===== src/rtl/calc_pkg.sv =====
// Shared calculator definitions: operator codes and scheduler state encodings.
// The entry logic and the arithmetic scheduler both import these.
package calc_pkg;

  localparam logic [6:0] OP_MOD  = 7'd97;
  localparam logic [6:0] OP_DIV  = 7'd98;
  localparam logic [6:0] OP_ADD  = 7'd99;
  localparam logic [6:0] OP_SUB  = 7'd100;
  localparam logic [6:0] OP_MUL  = 7'd101;
  localparam logic [6:0] OP_NONE = 7'd103;

  typedef enum logic [1:0] {
    S_IDLE = 2'd0,
    S_EXEC = 2'd1,
    S_FIN  = 2'd2
  } state_t;

  function automatic logic op_valid(input logic [6:0] op);
    return (op == OP_MOD) || (op == OP_DIV) || (op == OP_ADD) ||
           (op == OP_SUB) || (op == OP_MUL);
  endfunction

endpackage


===== src/rtl/calc_div_step.sv =====
// One restoring-division step: shift in the next dividend bit and subtract the
// divisor when it fits.
module calc_div_step #(
  parameter int WIDTH = 7
) (
  input  logic [WIDTH-1:0] rem_in,
  input  logic [WIDTH-1:0] divisor,
  input  logic             bit_in,
  output logic [WIDTH-1:0] rem_out,
  output logic             q_bit
);

  logic [WIDTH:0]   trial;
  logic [WIDTH-1:0] diff;

  assign trial = {rem_in, bit_in};
  assign q_bit = (trial >= {1'b0, divisor});
  // When the subtraction is taken the true difference is below the divisor,
  // so the low WIDTH bits hold it exactly.
  assign diff    = trial[WIDTH-1:0] - divisor;
  assign rem_out = q_bit ? diff : trial[WIDTH-1:0];

endmodule


===== src/rtl/calc_alu_sched.sv =====
// Multi-cycle arithmetic scheduler: + and - in one step, shift-add multiply and
// restoring divide/modulo over WIDTH steps, with a start/done handshake.
//
// state  | meaning
// S_IDLE | waiting for start; result and flags hold the last operation
// S_EXEC | iterating; counter tracks the step number
// S_FIN  | final cycle of busy; results and done are registered on exit
module calc_alu_sched
  import calc_pkg::*;
#(
  parameter int WIDTH = 7,
  parameter int CNT_W = 4
) (
  input  logic             clk,
  input  logic             rst,
  input  logic             start,
  input  logic [WIDTH-1:0] op_a,
  input  logic [WIDTH-1:0] op_b,
  input  logic [6:0]       op_code,
  output logic             busy,
  output logic             done,
  output logic [WIDTH-1:0] result,
  output logic             neg,
  output logic             ovf,
  output logic             err
);

  state_t               state, state_n;
  logic [CNT_W-1:0]     cnt, last;
  logic [WIDTH-1:0]     opa, opb, rem, quo, rem_n;
  logic [6:0]           opc;
  logic [2*WIDTH-1:0]   acc, mcand;
  logic [WIDTH:0]       sum;
  logic                 bad, q_bit;

  assign bad  = !op_valid(op_code) ||
                ((op_b == '0) && ((op_code == OP_DIV) || (op_code == OP_MOD)));
  assign last = ((opc == OP_ADD) || (opc == OP_SUB)) ? '0 : CNT_W'(WIDTH - 1);
  assign sum  = {1'b0, opa} + {1'b0, opb};

  calc_div_step #(.WIDTH(WIDTH)) u_div_step (
    .rem_in  (rem),
    .divisor (opb),
    .bit_in  (opa[WIDTH-1]),
    .rem_out (rem_n),
    .q_bit   (q_bit)
  );

  always_ff @(posedge clk) begin
    if (rst) state <= S_IDLE;
    else     state <= state_n;
  end

  always_comb begin
    state_n = state;
    case (state)
      S_IDLE: if (start) state_n = bad ? S_FIN : S_EXEC;
      S_EXEC: if (cnt == last) state_n = S_FIN;
      S_FIN:  state_n = S_IDLE;
      default: state_n = S_IDLE;
    endcase
  end

  always_ff @(posedge clk) begin
    if (rst) begin
      cnt    <= '0;
      opa    <= '0;
      opb    <= '0;
      opc    <= '0;
      acc    <= '0;
      mcand  <= '0;
      rem    <= '0;
      quo    <= '0;
      busy   <= 1'b0;
      done   <= 1'b0;
      result <= '0;
      neg    <= 1'b0;
      ovf    <= 1'b0;
      err    <= 1'b0;
    end else begin
      done <= 1'b0;
      case (state)
        S_IDLE: if (start) begin
          opa   <= op_a;
          opb   <= op_b;
          opc   <= op_code;
          cnt   <= '0;
          acc   <= '0;
          mcand <= {{WIDTH{1'b0}}, op_a};
          rem   <= '0;
          quo   <= '0;
          busy  <= 1'b1;
          neg   <= 1'b0;
          ovf   <= 1'b0;
          err   <= bad;
          if (bad) result <= '0;
        end
        S_EXEC: begin
          cnt <= cnt + CNT_W'(1);
          if (opc == OP_MUL) begin
            if (opb[0]) acc <= acc + mcand;
            mcand <= mcand << 1;
            opb   <= opb >> 1;
          end else if ((opc == OP_DIV) || (opc == OP_MOD)) begin
            rem <= rem_n;
            quo <= {quo[WIDTH-2:0], q_bit};
            opa <= opa << 1;
          end
        end
        S_FIN: begin
          busy <= 1'b0;
          done <= 1'b1;
          if (!err) begin
            case (opc)
              OP_ADD: begin
                result <= sum[WIDTH-1:0];
                ovf    <= sum[WIDTH];
              end
              OP_SUB: begin
                result <= (opa >= opb) ? (opa - opb) : (opb - opa);
                neg    <= (opa < opb);
              end
              OP_MUL: begin
                result <= acc[WIDTH-1:0];
                ovf    <= |acc[2*WIDTH-1:WIDTH];
              end
              OP_DIV:  result <= quo;
              default: result <= rem;
            endcase
          end
        end
        default: ;
      endcase
    end
  end

endmodule


===== config.mk =====
export PLATFORM = sky130hd
export DESIGN_NAME = calc_alu_sched
export DESIGN_NICKNAME = d
export VERILOG_FILES = /design/src/rtl/calc_pkg.sv /design/src/rtl/calc_div_step.sv /design/src/rtl/calc_alu_sched.sv
export SDC_FILE = /design/constraint.sdc
export NUM_CORES = 1
export LEC_CHECK = 0
export CAP_MARGIN = 25
export CORE_MARGIN = 5
export CORE_UTILIZATION = 45
export DETAILED_ROUTE_END_ITERATION = 10
export HOLD_SLACK_MARGIN = 0.03
export PLACE_DENSITY = 0.73
export SLEW_MARGIN = 20
export SYNTH_ARGS = -nofsm -noshare
export SYNTH_HDL_FRONTEND = slang
export SYNTH_SLANG_ARGS = --single-unit

===== constraint.sdc =====
create_clock -name clk -period 4.42 [get_ports clk]
set_input_delay 0.884 -clock clk [delete_from_list [all_inputs] [get_ports clk]]
set_output_delay 0.884 -clock clk [all_outputs]
set_load 0.05 [all_outputs]

==> results.toml <==
[outcome]
outcome = "complete, no violations"

[setup_path]
reg2regPathDepth = 11
cp-endpoint = "result[5]"
path_cells = "clkdlybuf4s50_1 -> nor4_1 -> a21oi_1 -> o21ai_0 -> o21ai_0 -> and2b_1 -> a21oi_1 -> o21ai_0"
critPathKind = "in2reg"
ff2ff_setup_slack_ns = 1.60
arrival_ns = 3.42
crit_start = "op_b[2]"
r2r_end = "rem[3]"
crit_family = "compound AO/OA/AOI/OAI gates"
critPathMostFrequentCell = "o21ai_0"
critPathSlowestCell = "nor4_1"
reg2reg_from = "opb[0]"
end_kind = "register"
start_kind = "primary input"
cp.depth = 8
cpPeakStageDelay_ns = 0.67
cp.required_ns = 4.65
cp_max_fo = 5
path_buf_inv = 1

[timing]
fin_ws_ns = 1.23
hold_viol = 0
fin_crit_ns = 3.19
period_share = 0.723
fin_skew_ns = 0.00717
drv_slew = 0
fin_setup_tns_ns = 0
max_slew.worst_pin.slew_ns = 0.936
slew_headroom = 0.371
final-setup-viol-count = 0
rsz0062_at_grt = "no"
max_freq_ghz = 0.313

[place]
portBuffers = 35
place.gp.congestion = 0.975
dp_hpwl_mm = 10.7
dp_slack_ns = 0.947
placed_cells = 822

[layout]
antenna_cells = 0
syn_to_final_growth_pct = 12.6
ff_latch_area_mm2 = 0.00162
fin_nets = 760
drive_above_1_share = 0.0505
fill_cells = 1083
final_cells = 836
multiInputGateArea_mm2 = 0.00332

[floorplanning]
die_area_mm2 = 0.0140
core_region_area_mm2 = 0.0114
die_w_um = 118
initial_core_util = 0.461
core.rowCount = 39
die_h_um = 118
ios = 36

[clock_network]
clkTransAtPathRegs_ns = 0.06
clock-sinks = 81
clock_latency_ns = 0.35
cts_resized = 0
cts_buffer_depth = 2
cts_hold_buf = 0
cts_tree = "done"
numCtsBuffers = 9
htreeDepth = 3
cts-root-buf = "clkbuf_16"
post_cts_buffers = 0

[logic_synthesis]
ys_ff_latch = 81
synth_nets = 745
syn_area_per_cell_um2 = 7.79
yosysWarningCount = 0
synth_edf_count = 0
syn_inst = 675
netlist_area_mm2 = 0.00526
yosys_most_used_dff = "dfxtp_1"
synth_seq_area_share = 0.308
async_flop_share = 0
synth_cell_type_count = 58

[route]
routedWlPerCell_um = 17.2
drtPass1Iterations = 5
drt_iter0_markers = 356
wl_mm = 14.3
drc = 0
num_vias = 4958
viasPerCell = 5.93
postRouteAntennaNets = 0

[power]
power_density_mw_per_mm2 = 319
ir_drop_mv = 0.211
p_leak_nw = 2.29

[global_route]
grt_pass1_vias = 4690
grt_pass1_wl_mm = 23.5
grt_max_degree = 42
antenna_found_initial = 1
grt.total_usage = 0.205
grt.overflow.total = 0

[flow_run]
drv_cap = 0

[worst_hold_path]
hold_class = "reg2reg"
==> where the power goes <==
group	internal, mW	switching, mW	total, mW
sequential	0.754	0.0361	0.790
clock	0.403	0.299	0.702
combinational	0.160	0.238	0.399
total	1.32	0.573	1.89
==> worst reg2reg max path: stages (launching register included) <==
cell and delay, ns:
dfxtp_1 0.57, ha_1 0.26, inv_1 0.06, fa_1 0.40
a21o_1 0.19, a221oi_1 0.38, nand2_1 0.08, a21boi_0 0.19
buf_4 0.20, nor3_1 0.08, a211oi_1 0.22, nor3_1 0.06
==> area by class of cell <==
cell class | count | area share
Clock inverter | 3 | 0.00296
Tap cell | 143 | 0.0302
Sequential cell | 81 | 0.274
Multi-Input combinational cell | 520 | 0.561
Inverter | 37 | 0.0234
Clock buffer | 11 | 0.0427
Timing Repair Buffer | 41 | 0.0659
==> worst min path at each step <==
stage | from | to | slack, ns | cells after the start
3_3_place_gp | quo[6] | quo[6] | 0.44 | 2
4_1_cts | quo[6] | quo[6] | 0.46 | 2
3_5_place_dp | quo[6] | quo[6] | 0.45 | 2
5_1_grt | result[3] | result[3] | 0.49 | 2
6_report | quo[6] | quo[6] | 0.47 | 2
2_1_floorplan | quo[6] | quo[6] | 0.43 | 2
==> registers in the layout (all words and copies together) (netlist names) <==
register / count
acc: 14
busy: 1
cnt: 4
done: 1
err: 1
mcand: 14
neg: 1
opa: 7
opb: 7
opc: 7
ovf: 1
quo: 7
rem: 7
result: 7
state: 2
==> through the flow <==
stage                     hold slack, ns  cell area (µm²)  power (mW)   util
after global routing               0.494             5920        1.98  0.519
after CTS                          0.460             5920        1.90  0.519
final                              0.465             5920        1.89  0.519
after floorplan                    0.432             5260        1.08      -
after detailed placement           0.452             5650        1.19  0.495
after global placement             0.444             5650        1.18  0.494
==> cells in the mapped netlist (all sizes together) (6+ instances only) <==
master,count,area share
o221ai,7,0.012
a21o,9,0.013
dfxtp,81,0.31
buf,15,0.019
nor2,63,0.045
clkbuf,22,0.016
a22oi,12,0.017
a31oi,6,0.0071
nor2b,10,0.013
nand2b,10,0.013
and2,7,0.0083
o21bai,6,0.0086
mux2i,7,0.013
a211oi,24,0.034
nand3,16,0.015
a311oi,7,0.012
ha,41,0.098
inv,37,0.026
o21ai,40,0.038
nand2,84,0.060
a21oi,79,0.076
xor2,7,0.012
nor3,17,0.018
xnor2,13,0.022
==> cell usage in the layout (no fill, tap or decap), types with 3 or more instances in the layout <==
cell type / count
and3_1: 5
fa_1: 5
and2_1: 7
a311oi_1: 7
nand2b_1: 9
clkdlybuf4s50_1: 34
a211oi_1: 24
nand2_1: 84
a21boi_0: 3
xor2_1: 7
o21ai_0: 39
o31ai_1: 4
o211ai_1: 4
a31oi_1: 6
clkbuf_16: 9
o221ai_1: 7
nand3b_1: 3
nor2_1: 63
inv_1: 37
mux2i_1: 7
o21bai_1: 6
ha_1: 41
nor2b_1: 8
dfxtp_1: 81
nand3_1: 16
a21o_1: 9
nor4_1: 4
a21oi_1: 78
nor3_1: 16
a22oi_1: 12
xnor2_1: 13
buf_4: 6
==> per-layer routing <==
layer,track usage,wire length [µm],vias to the layer above,part of all wire
met5,0,13,-,0.00091
met4,0.0867,406,2,0.028
met3,0.0463,1020,31,0.071
met2,0.314,6410,188,0.45
met1,0.279,6510,2312,0.45
li1,-,-,2425,-
==> cells by family (layout without fill, tap and decap cells) <==
kind of cell             Yosys count  count (layout)  synth area share
AND/OR/NAND/NOR                  230             230             0.207
AO/OA/AOI/OAI                    215             215             0.256
flip-flops                        81              81             0.308
buffers and inverters             74              92            0.0606
adder cells (fa/ha/maj)           46              46             0.117
XOR/XNOR                          20              20            0.0333
multiplexers                       9               9            0.0176
No activity file was read; power rests on OpenSTA's default activity.
